==> src/rtl/input_conditioner_pkg.sv <==
// Shared constants and types for the irrigation input front end:
// default debounce depth, pin idle levels and the per-channel level state.
package input_conditioner_pkg;

    localparam int DEBOUNCE_CYCLES_DEFAULT = 16;

    localparam logic SWITCH_IDLE = 1'b0;
    localparam logic BUTTON_IDLE = 1'b1;

    typedef enum logic {
        LEVEL_LOW  = 1'b0,
        LEVEL_HIGH = 1'b1
    } level_e;

    function automatic level_e to_level(input logic bit_in);
        return bit_in ? LEVEL_HIGH : LEVEL_LOW;
    endfunction

endpackage

==> src/rtl/input_conditioner_debounce_channel.sv <==
// One debounced input: 2-FF synchroniser, run-length counter and the accepted
// level, which is a two-state machine that only moves when the counter expires.
module debounce_channel
    import input_conditioner_pkg::*;
#(
    parameter int   DEBOUNCE_CYCLES = DEBOUNCE_CYCLES_DEFAULT,
    parameter logic IDLE_LEVEL      = SWITCH_IDLE
) (
    input  logic clock,
    input  logic reset_button,
    input  logic raw,
    output logic level
);

    localparam int CNT_W = $clog2(DEBOUNCE_CYCLES + 1);
    localparam logic [CNT_W-1:0] CNT_LAST = CNT_W'(DEBOUNCE_CYCLES - 1);
    localparam level_e IDLE_STATE = IDLE_LEVEL ? LEVEL_HIGH : LEVEL_LOW;

    logic             sync_meta;
    logic             sync_s;
    level_e           state_q;
    level_e           state_d;
    logic [CNT_W-1:0] cnt_q;
    logic [CNT_W-1:0] cnt_d;

    // Synchroniser resets to the idle level so a released reset never looks like an edge.
    always_ff @(posedge clock or negedge reset_button) begin
        if (!reset_button) begin
            sync_meta <= IDLE_LEVEL;
            sync_s    <= IDLE_LEVEL;
        end else begin
            sync_meta <= raw;
            sync_s    <= sync_meta;
        end
    end

    always_ff @(posedge clock or negedge reset_button) begin
        if (!reset_button) begin
            state_q <= IDLE_STATE;
            cnt_q   <= '0;
        end else begin
            state_q <= state_d;
            cnt_q   <= cnt_d;
        end
    end

    // Any sample that agrees with the accepted level restarts the run, so the
    // counter never climbs past CNT_LAST.
    always_comb begin
        state_d = state_q;
        cnt_d   = '0;
        if (sync_s != logic'(state_q)) begin
            if (cnt_q == CNT_LAST) begin
                state_d = to_level(sync_s);
            end else begin
                cnt_d = cnt_q + CNT_W'(1);
            end
        end
    end

    assign level = (state_q == LEVEL_HIGH);

endmodule

==> src/rtl/input_conditioner.sv <==
// Board-pin front end: debounces both switches and the active-low fertilise
// button, and turns each accepted button press into a one-cycle pulse.
module input_conditioner
    import input_conditioner_pkg::*;
#(
    parameter int DEBOUNCE_CYCLES = DEBOUNCE_CYCLES_DEFAULT
) (
    input  logic clock,
    input  logic reset_button,
    input  logic splinker_switch_raw,
    input  logic dripper_switch_raw,
    input  logic fertilise_btn_raw,
    output logic splinker_switch,
    output logic dripper_switch,
    output logic fertilise_push,
    output logic fertilise_pulse
);

    logic btn_level;
    logic btn_level_prev;

    debounce_channel #(
        .DEBOUNCE_CYCLES (DEBOUNCE_CYCLES),
        .IDLE_LEVEL      (SWITCH_IDLE)
    ) u_splinker (
        .clock        (clock),
        .reset_button (reset_button),
        .raw          (splinker_switch_raw),
        .level        (splinker_switch)
    );

    debounce_channel #(
        .DEBOUNCE_CYCLES (DEBOUNCE_CYCLES),
        .IDLE_LEVEL      (SWITCH_IDLE)
    ) u_dripper (
        .clock        (clock),
        .reset_button (reset_button),
        .raw          (dripper_switch_raw),
        .level        (dripper_switch)
    );

    debounce_channel #(
        .DEBOUNCE_CYCLES (DEBOUNCE_CYCLES),
        .IDLE_LEVEL      (BUTTON_IDLE)
    ) u_fertilise (
        .clock        (clock),
        .reset_button (reset_button),
        .raw          (fertilise_btn_raw),
        .level        (btn_level)
    );

    // Previous accepted button level resets to released, so a button held through
    // reset still yields exactly one pulse once it is accepted.
    always_ff @(posedge clock or negedge reset_button) begin
        if (!reset_button) begin
            btn_level_prev <= BUTTON_IDLE;
        end else begin
            btn_level_prev <= btn_level;
        end
    end

    assign fertilise_push  = ~btn_level;
    assign fertilise_pulse = btn_level_prev & ~btn_level;

endmodule
==> config.mk <==
export PLATFORM = sky130hd
export DESIGN_NAME = input_conditioner
export DESIGN_NICKNAME = d
export VERILOG_FILES = /design/src/rtl/input_conditioner_pkg.sv /design/src/rtl/input_conditioner_debounce_channel.sv /design/src/rtl/input_conditioner.sv
export SDC_FILE = /design/constraint.sdc
export NUM_CORES = 1
export LEC_CHECK = 0
export ABC_AREA = 1
export CORE_MARGIN = 2
export CORE_UTILIZATION = 35
export DETAILED_ROUTE_END_ITERATION = 16
export GPL_TIMING_DRIVEN = 0
export PLACE_DENSITY = 0.52
export SYNTH_ARGS = -nofsm -noshare
export SYNTH_HDL_FRONTEND = slang
export SYNTH_SLANG_ARGS = --single-unit
==> constraint.sdc <==
create_clock -name clock -period 1.3 [get_ports clock]
set_clock_uncertainty 0.1 [all_clocks]
set_input_delay 0.39 -clock clock [delete_from_list [all_inputs] [get_ports clock]]
set_output_delay 0.39 -clock clock [all_outputs]
set_load 0.02 [all_outputs]
# [Word level (Yosys, flattened, before mapping)]
# Cells that the tools add are included.
[classes] n_addsub=3 mul=0 div_mod_pow=0 n_lt_le_gt_ge=0 eq_ne=6 shifts=0 mux=9 bitwise=2 n_reduce_logical=3
[ops] operator="5-bit two-way mux" count=6
[ops] operator="5-bit by 1-bit adder with 5-bit output (second input constant)" count=3
[ops] operator="5-bit by 4-bit == test with 1-bit output (second input constant)" count=3
[ops] operator="2-bit AND reduction" count=3
[ops] operator="1-bit two-way mux" count=3
[ops] operator="1-bit != test" count=3
[ops] operator="1-bit bitwise AND" count=1
[ops] operator="1-bit inverter" count=1
[word_totals] ff_bits=25 latchBits=0 mem_bits_rw=0 romBits=0 inputBits=5 output_inout_bits=4 wordCells=36 memories=0

# [Longest topological paths before layout]
# Gate-level depths: netlist (run 1).
[depth] ltp_word=3 mapped_depth=5 mapped_depth_nobuf=5

# [Cells and area by module]
# A second synthesis (run 1) with hierarchy kept.
[unflattened] hier_cells=109 area_unflattened_um2=1012.2
[by_module_without_submodules] module="debounce_channel (u_dripper ...)" instances=2 cells_each=35 area_each_um2=322.8 seq_area_each_um2=200.2
[by_module_without_submodules] module="debounce_channel (u_fertilise)" instances=1 cells_each=35 area_each_um2=326.6 seq_area_each_um2=203.9
[by_module_without_submodules] module="input_conditioner" instances=1 cells_each=4 area_each_um2=40.0 seq_area_each_um2=26.3

# [Worst setup path before layout (run 1)]
# No wires, ideal clock.
[synth_path] path_kind="register -> output" from="register btn_level_prev" to="output port fertilise_pulse" arrival_time_ps=801 required_time_ps=810 setup_slack_ps=9 stages_incl_launch_ff=3 path_buffers=0 path_cell_list="dfstp_2 inv_1 nor2_1"
[synth_via] elab_chain_cells=1
[synth_rtl] item="from (decl)" line="input_conditioner.sv:20" source="logic btn_level_prev;"
[synth_rtl] item="from (signal assigned)" line="input_conditioner.sv:58" source="btn_level_prev <= btn_level;"
[synth_rtl] item="1-bit bitwise AND" line="input_conditioner.sv:63" source="assign fertilise_pulse = btn_level_prev & ~btn_level;"
[synth_rtl] item="to (decl)" line="input_conditioner.sv:16" source="output logic fertilise_pulse"
# No other way between the ends.

# [Worst setup path after layout (run 1)]
# Ends and elaborated chain as after synthesis.

==> impl_metrics.tcl, run 1 <==
set metrics [dict create \
    min_period_ns 1.58 \
    overflow 0 \
    syn_area_per_cell_um2 9.26 \
    p_sw_uw 286 \
    rows 19 \
    setup_viol_count_final 4 \
    ys_types 9 \
    violations "setup timing" \
    wirelength_mm 1.47 \
    reg2reg_depth 4 \
    dieHeight_um 57.7 \
    fp.dieArea_um2 3330 \
    critPathLaunchType "register" \
    wl_per_cell_um 9.45 \
    area_delta_synth_final_pct 16.7 \
    drt-vias-per-instance 4.50 \
    reg2reg_from "u_dripper.cnt_q[0]$_DFF_PN0_" \
    ioPinCount 9 \
    routabilityCongestion 0.777 \
    crit_path_end_kind "output pin" \
    clock_sinks 25 \
    drv_cap 0 \
    clk_latency_ns 0.31 \
    yosys_register_bits 25 \
    grt_pass1_wl_mm 2.84 \
    port_buffers 8 \
    setup_tns_ns -0.589 \
    place_area_um2 1130 \
    die_x_um 57.7 \
    critPathMaxFanout 1 \
    worstHoldPathType "primary input to async pin" \
    path_class "register to output pin" \
    yosysTopAreaCell "dfrtp_1" \
    track_usage_pct 11.1 \
    fin_crit_sh_pct 121 \
    drive_gt1_share_pct 12.9 \
    synth_area_leaders "dfrtp_1, dfstp_2, nand2_1, nor2_1, inv_1" \
    holdWs_ns 0.236 \
    grt_pass1_vias 683 \
    final_cell_area_um2 1180 \
    finalMaxSlewViolations 0 \
    tightest_slew_ns 1.06 \
    p_comb_share_pct 6.6 \
    antenna_cells 0 \
    synth_seq_area_share_pct 62.5 \
    slew_headroom_pct 29.4 \
    hold_viol_final 0 \
    ys_warn_count 0 \
    synthesis.nets 117 \
    postLayoutCoreUtil_pct 42.7 \
    timing.rr.end "u_dripper.cnt_q[0]$_DFF_PN0_" \
    swShare_pct 22.8 \
    layout_commonest_cell "nand2_1" \
    cts_root_buf "clkbuf_4" \
    setup_ws_ns -0.278 \
    syn_inst 109 \
    clk_pin_slew_ns 0.12 \
    vias 697 \
    dpl.hpwl_mm 1.08 \
    cts_buffer_depth 2 \
    power_density_nw_per_um2 1060 \
    p_seq_share_pct 67.1 \
    r2r_slack_ns 0.12 \
    cts_max_level 1 \
    cts_tree "yes" \
    intPower_uw 969 \
    antenna_found_initial 0 \
    core_um2 2760 \
    leakage_uw 0.000599 \
    syn_area_um2 1010 \
    pwr-share-clk_pct 26.3 \
    final_nets 133 \
    worstPathRequired_ns 0.81 \
    fmax_mhz 634 \
    worstPathArrival_ns 1.09 \
    outcome "complete, but fails checks" \
    drtPass1Iterations 4 \
    pre_cts_ws_ns -0.575 \
    synth_top_cell_area_share_pct 52.0 \
    start_util_pct 36.6 \
    ant_nets 0 \
    drc 0 \
    numCtsBuffers 3 \
    ir_worst_vdd_v 0.000608 \
    grt_setup_unrepaired "true" \
    grt_max_degree 26 \
    mostFrequentLayoutCells "nand2_1, nor2_1, dfrtp_1, inv_1" \
    drt_first_iter_violations 19 \
]
## registers in the layout, indices dropped and copies added (netlist names)
register	flops
btn_level_prev	1
u_fertilise.sync_s	1
u_dripper.level	1
u_splinker.sync_s	1
u_fertilise.sync_meta	1
u_dripper.sync_meta	1
u_dripper.cnt_q	5
u_splinker.sync_meta	1
u_splinker.level	1
u_fertilise.level	1
u_dripper.sync_s	1
u_fertilise.cnt_q	5
u_splinker.cnt_q	5
## Yosys cell counts
cell and number:
dfrtp_1 21, dfstp_2 4, ha_1 3, inv_1 16, nand2_1 27, nand3_1 6
nand4_1 6, nor2_1 23, xnor2_1 3
## layer usage
layer,up-vias,wire length [um],global-route usage (%)
met5,-,0,0
li1,363,-,-
met2,9,684,17.4
met1,321,708,14.7
met4,0,29,5.98
met3,4,43,2.01
## worst max-delay path: stages (launching register included)
cell and delay [ns]:
dfstp_2 0.54, inv_2 0.02, nor2_1 0.07, buf_4 0.14
## metrics by stage
step	cells	power, uW
floorplan	109	899
finish	155	1250
CTS	155	1290
detailed placement	148	942
global route	155	1330
global placement	148	938
## kinds of logic (layout without fill, tap and decap cells)
group,after synthesis,in the layout,synth area share [%]
xor+xnor,3,3,2.60
fa+ha+maj,3,3,3.72
simple gates,62,62,25.3
flops,25,25,62.5
buf+inv,16,31,5.95
## power groups by stage
stage                     clock [uW]  sequential, uW  combinational [uW]
after floorplan                    0             849                49.4
after global placement             0             854                84.0
after detailed placement           0             856                86.2
after CTS                        359             842                85.4
after global routing             382             849                 101
final                            330             842                82.7
## final cells by class
type	instances	area [um^2]
Tap cell	31	38.8
Clock buffer	4	26.3
Timing Repair Buffer	11	104
Multi-Input combinational cell	68	319
Inverter	16	60.1
Sequential cell	25	631
Fill cell	272	1580
## worst max path at each step
stage / startpoint / slack, ns / cells past startpoint / end
after floorplan: btn_level_prev$_DFF_PN1_ / 0.009 / 2 / fertilise_pulse
after global placement: reset_button / -0.56 / 1 / u_fertilise.cnt_q[1]$_DFF_PN0_
after detailed placement: reset_button / -0.57 / 1 / u_fertilise.cnt_q[3]$_DFF_PN0_
after CTS: btn_level_prev$_DFF_PN1_ / -0.30 / 3 / fertilise_pulse
after global routing: btn_level_prev$_DFF_PN1_ / -0.34 / 3 / fertilise_pulse
final: btn_level_prev$_DFF_PN1_ / -0.28 / 3 / fertilise_pulse
## repair_timing
action | 4_1_cts | 5_1_grt
pin swaps | 0 | 0
resized for setup | 24 | 3
buffers inserted | 3 | 0
hold buffers | 0 | 0
setup endpoints to repair | 29 | 25
No activity file was read; power rests on OpenSTA's default activity.
==> run 2: changes to the inputs <==
- DONT_BUFFER_PORTS: unset -> 1
- PLACE_DENSITY: 0.52 -> 0.48
- SLEW_MARGIN: unset -> 10
==> run 2 against run 1 <==
Compared with the run above: the flow still finishes with violations (setup timing); register-to-register slack worse by 0.04 ns; via count down 1.3%; sequential cell count unchanged; sequential power about the same; first-iteration DRC count up 47%; maximum frequency up 4.6%; cell area down 0.64%; sequential share of layout area up 0.56 points; clock power down 1%; final cell count down 3.2%; power up 0.41%.
==> impl_metrics.tcl, run 2 (synthesis gave the netlist of run 1 again) <==
set metrics [dict create \
    slew_headroom_pct 88.3 \
    clk_latency_ns 0.30 \
    drive_gt1_share_pct 16.0 \
    worstPathCellList "inv_2 > nor2_4" \
    met1_usage_pct 12.6 \
    grt_pass1_wl_mm 2.70 \
    grt_setup_unrepaired "true" \
    fp.dieArea_um2 3330 \
    min_period_ns 1.51 \
    drc 0 \
    wl_per_cell_um 9.94 \
    reg.largest.list "u_dripper.cnt_q x5, u_fertilise.cnt_q x5, u_splinker.cnt_q x5" \
    outcome "complete, but fails checks" \
    grt_max_degree 26 \
    worstPathRequired_ns 0.81 \
    area_delta_synth_final_pct 16.0 \
    clock_sinks 25 \
    grt-busiest-layer "met2" \
    ant_nets 0 \
    dp.cells 140 \
    dpl.hpwl_mm 1.04 \
    final_nets 128 \
    start_util_pct 36.6 \
    ioPinCount 9 \
    finalMaxSlewViolations 0 \
    crit_path_end_kind "output pin" \
    antenna_found_initial 0 \
    routabilityCongestion 0.774 \
    cts_root_buf "clkbuf_4" \
    critPathMaxFanout 1 \
    cp_slowest_cell "dfstp_2" \
    path_buf_inv 1 \
    die_x_um 57.7 \
    core_um2 2760 \
    drtPass1Iterations 4 \
    pre_cts_ws_ns -0.0122 \
    path_class "register to output pin" \
    antenna_cells 0 \
    fin_crit_sh_pct 116 \
    setup_tns_ns -0.391 \
    tightest_slew_ns 0.175 \
    wirelength_mm 1.49 \
    drt-vias-per-instance 4.59 \
    track_usage_pct 10.7 \
    drv_cap 0 \
    cts_tree "yes" \
    violations "setup timing" \
    leakage_uw 0.000572 \
    fin_cells 150 \
    layout_commonest_cell "nand2_1" \
    mostFrequentLayoutCells "nand2_1, nor2_1, dfrtp_1, inv_1" \
    rows 19 \
    grt_pass1_vias 652 \
    worstPathArrival_ns 1.02 \
    drt_first_iter_violations 28 \
    cts_buffer_depth 2 \
    max_stage_delay_ns 0.54 \
    grt_use_met3_pct 4.69 \
    overflow 0 \
    worstHoldPathType "register to register" \
    dieHeight_um 57.7 \
    clk_pin_slew_ns 0.12 \
    use_met2_pct 17.2 \
    fmax_mhz 663 \
    cts_max_level 1 \
    port_buffers 0 \
    power_density_nw_per_um2 1080 \
    setup_ws_ns -0.209 \
    setup_viol_count_final 2 \
    critPathLaunchType "register" \
    ir_worst_vdd_v 0.000932 \
    cpLargestDelayFamily "flip-flops" \
    vias 688 \
    numCtsBuffers 3 \
    hold_viol_final 0 \
]
[run 2: power by group]
group / leakage (uW) / internal, uW / total, uW / switching, uW
combinational: 0.000242 / 42.3 / 92.6 / 50.3
sequential: 0.000315 / 812 / 841 / 28.7
clock: 0.0000150 / 120 / 326 / 206
[run 2: final cells by class]
cell class	instances	area, um^2
multi-input combinational	68	339
clock buffer	4	26.3
tap	31	38.8
inverter	16	62.6
timing repair buffer	6	71.3
sequential	25	633
fill	266	1590
[run 2: worst paths after layout]
kind                                                from                              end  slack [ns]  depth (start not counted)
setup / recovery                btn_level_prev$_DFF_PN1_                  fertilise_pulse       -0.21                          2
hold / removal             u_dripper.sync_meta$_DFF_PN0_       u_dripper.sync_s$_DFF_PN0_        0.26                          0
setup reg to reg           u_fertilise.level$_DFFE_PN1P_   u_fertilise.cnt_q[1]$_DFF_PN0_        0.08                          5
hold reg to reg            u_dripper.sync_meta$_DFF_PN0_       u_dripper.sync_s$_DFF_PN0_        0.26                          0
max in group asynchronous                   reset_button  u_fertilise.sync_meta$_DFF_PN1_        0.48                          2
min in group asynchronous                   reset_button      u_dripper.level$_DFFE_PN0P_        0.39                          2
[run 2: worst reg2reg max path, stage by stage, from the launching register on]
cell	delay, ns
dfstp_2	0.62
buf_6	0.12
nand2_1	0.06
nand2_2	0.07
nand2_2	0.09
nor2_2	0.11
[run 2: stage by stage]
stage          hold WS [ns]  total power [uW]  cell area [um^2]  utilization (%)
4_1_cts               0.267              1290              1150             41.9
5_1_grt               0.275              1340              1170             42.5
2_1_floorplan      -0.00559               899              1010                -
3_5_place_dp       -0.00487               914              1050             38.0
6_report              0.262              1260              1170             42.5
3_3_place_gp       -0.00494               912              1050             38.0
[run 2: repair_timing]
action / in CTS / in global routing
resized for setup: 7 / 6
gates cloned: 0 / 0
pin swaps: 0 / 1
endpoints found under the hold margin: 28 / 0
setup buffers: 1 / 0
hold buffers: 5 / 0
endpoints found under the setup margin: 4 / 7
[run 2: layer usage]
metal  vias to the layer above  routed length [um]
met4                         0                  16
met1                       318                 686
met3                         2                  71
li1                        357                   -
met5                         -                   0
met2                        11                 717
==> run 3: changes to the inputs <==
- CORE_ASPECT_RATIO: unset -> 0.7
- GPL_ROUTABILITY_DRIVEN: unset -> 0
==> run 3 against run 2 <==
Compared with the run above: final cell count up 2.0%; global-route usage rose by 0.30 points; the run still ends with setup timing left; cell area rose by 0.21%; via count fell by 4.4%; setup slack better by 0.048 ns; hold slack got worse by 0.22 ns; wire length down 1.8%; power grew 9.1%; combinational power is 8.7% lower; sequential share of layout area down 0.22 points; sequential power about the same.
==> impl_metrics.tcl, run 3 (synthesis gave the netlist of run 1 again) <==
set metrics [dict create \
    track_usage_pct 11.0 \
    start_util_pct 36.5 \
    core_um2 2760 \
    leakage_uw 0.000576 \
    fin_crit_sh_pct 112 \
    antenna_found_initial 0 \
    fin_cells 153 \
    p_sw_uw 311 \
    drive_gt1_share_pct 15.4 \
    grt_max_degree 26 \
    p_seq_share_pct 61.1 \
    fp.dieArea_um2 3340 \
    drc 0 \
    worstPathArrival_ns 0.97 \
    finalMaxSlewViolations 0 \
    antenna_cells 0 \
    cts_max_level 1 \
    grt_setup_unrepaired "true" \
    crit_path_end_kind "output pin" \
    violations "setup timing" \
    dieHeight_um 48.9 \
    rows 16 \
    ant_nets 0 \
    clk_pin_slew_ns 0.09 \
    overflow 0 \
    drv_cap 0 \
    p_comb_share_pct 6.1 \
    final_nets 126 \
    die_x_um 68.2 \
    grt_pass1_wl_mm 2.73 \
    path_class "register to output pin" \
    intPower_uw 1060 \
    grt_pass1_vias 642 \
    dpl.hpwl_mm 1.05 \
    worstPathRequired_ns 0.81 \
    pre_cts_ws_ns -0.0154 \
    min_period_ns 1.46 \
    clock_sinks 25 \
    cts_root_buf "clkbuf_8" \
    layout_commonest_cell "nand2_1" \
    area_delta_synth_final_pct 16.2 \
    setup_ws_ns -0.161 \
    cts_buffer_depth 2 \
    fmax_mhz 684 \
    multi_input_area_um2 337 \
    outcome "complete, but fails checks" \
    power_density_nw_per_um2 1170 \
    setup_viol_count_final 2 \
    vias 658 \
    drtPass1Iterations 4 \
    cts_tree "yes" \
    regArea_um2 632 \
    ioPinCount 9 \
    drt-vias-per-instance 4.30 \
    mostFrequentLayoutCells "nand2_1, nor2_1, dfrtp_1, inv_1" \
    setup_tns_ns -0.290 \
    critPathLaunchType "register" \
    wl_per_cell_um 9.57 \
    swShare_pct 22.6 \
    dp.cells 145 \
    hold_viol_final 0 \
    slew_headroom_pct 82.2 \
    clk_latency_ns 0.27 \
    critPathMaxFanout 1 \
    port_buffers 0 \
    reg.largest.list "u_dripper.cnt_q x5, u_fertilise.cnt_q x5, u_splinker.cnt_q x5" \
    tightest_slew_ns 0.267 \
    ir_worst_vdd_v 0.000714 \
    wirelength_mm 1.46 \
    worstHoldPathType "primary input to register" \
    drt_first_iter_violations 21 \
    fill_cells 276 \
    numCtsBuffers 3 \
    pwr-share-clk_pct 32.7 \
]
run 3: cell count changes in the layout (fill, tap and decap cells not counted), sizes merged:
cell	before	now
clkbuf	4	3
clkinv	0	1
dlygate4sd3	4	2
run 3: timing repair:
| item | CTS | global route |
|---|---|---|
| endpoints found under the setup margin | 2 | 6 |
| gates resized for setup | 5 | 6 |
| buffers inserted | 1 | 0 |
| pin swaps | 0 | 2 |
| endpoints found under the hold margin | 26 | 0 |
| hold buffers | 3 | 0 |
run 3: area by class of cell:
| cell class | count | area share [%] |
|---|---|---|
| inverter | 16 | 5.33 |
| timing repair buffer | 4 | 4.37 |
| clock buffer | 3 | 3.52 |
| sequential | 25 | 53.8 |
| clock inverter | 1 | 0.426 |
| multi-input combinational | 68 | 28.7 |
| tap | 36 | 3.84 |
run 3: power groups by stage:
stage	Sequential (uW)	Clock [uW]	Combinational, uW
after floorplan	849	0	49.4
after global placement	854	0	56.9
after detailed placement	855	0	57.4
after CTS	840	481	86.3
after global routing	845	525	100
final	840	450	84.5
run 3: per-layer routing:
metal | vias to the layer above | global-route usage (%) | wire length [um]
met5 | - | 0 | 0
met1 | 293 | 14.8 | 756
li1 | 354 | - | -
met2 | 9 | 15.4 | 616
met3 | 2 | 5.54 | 78
met4 | 0 | 3.00 | 13
run 3: worst max-delay path, stage by stage (launching register included):
cell	delay, ns
dfstp_2	0.53
inv_2	0.04
nor2_4	0.13
run 3: per-stage QoR:
stage          utilization (%)  total power, uW  instance area, um^2  hold slack, ns
3_3_place_gp              38.2              911                 1050        -0.00500
4_1_cts                   41.9             1410                 1160          0.0294
3_5_place_dp              38.2              912                 1050        -0.00509
6_report                  42.5             1370                 1170          0.0418
5_1_grt                   42.5             1470                 1170         0.00980
2_1_floorplan                -              899                 1010        -0.00559
run 3: path summary, 6_finish.rpt:
| check | from | to | slack [ns] | cells after the start |
|---|---|---|---|---|
| worst max-delay path | btn_level_prev$_DFF_PN1_ | fertilise_pulse | -0.16 | 2 |
| worst min-delay path | dripper_switch_raw | u_dripper.sync_meta$_DFF_PN0_ | 0.04 | 0 |
| max in group asynchronous | reset_button | u_fertilise.level$_DFFE_PN1P_ | 0.44 | 2 |
| min in group asynchronous | reset_button | u_dripper.sync_s$_DFF_PN0_ | 0.43 | 2 |
| worst max register to register | u_fertilise.level$_DFFE_PN1P_ | u_fertilise.cnt_q[0]$_DFF_PN0_ | 0.10 | 5 |
| worst min register to register | u_dripper.sync_meta$_DFF_PN0_ | u_dripper.sync_s$_DFF_PN0_ | 0.26 | 0 |
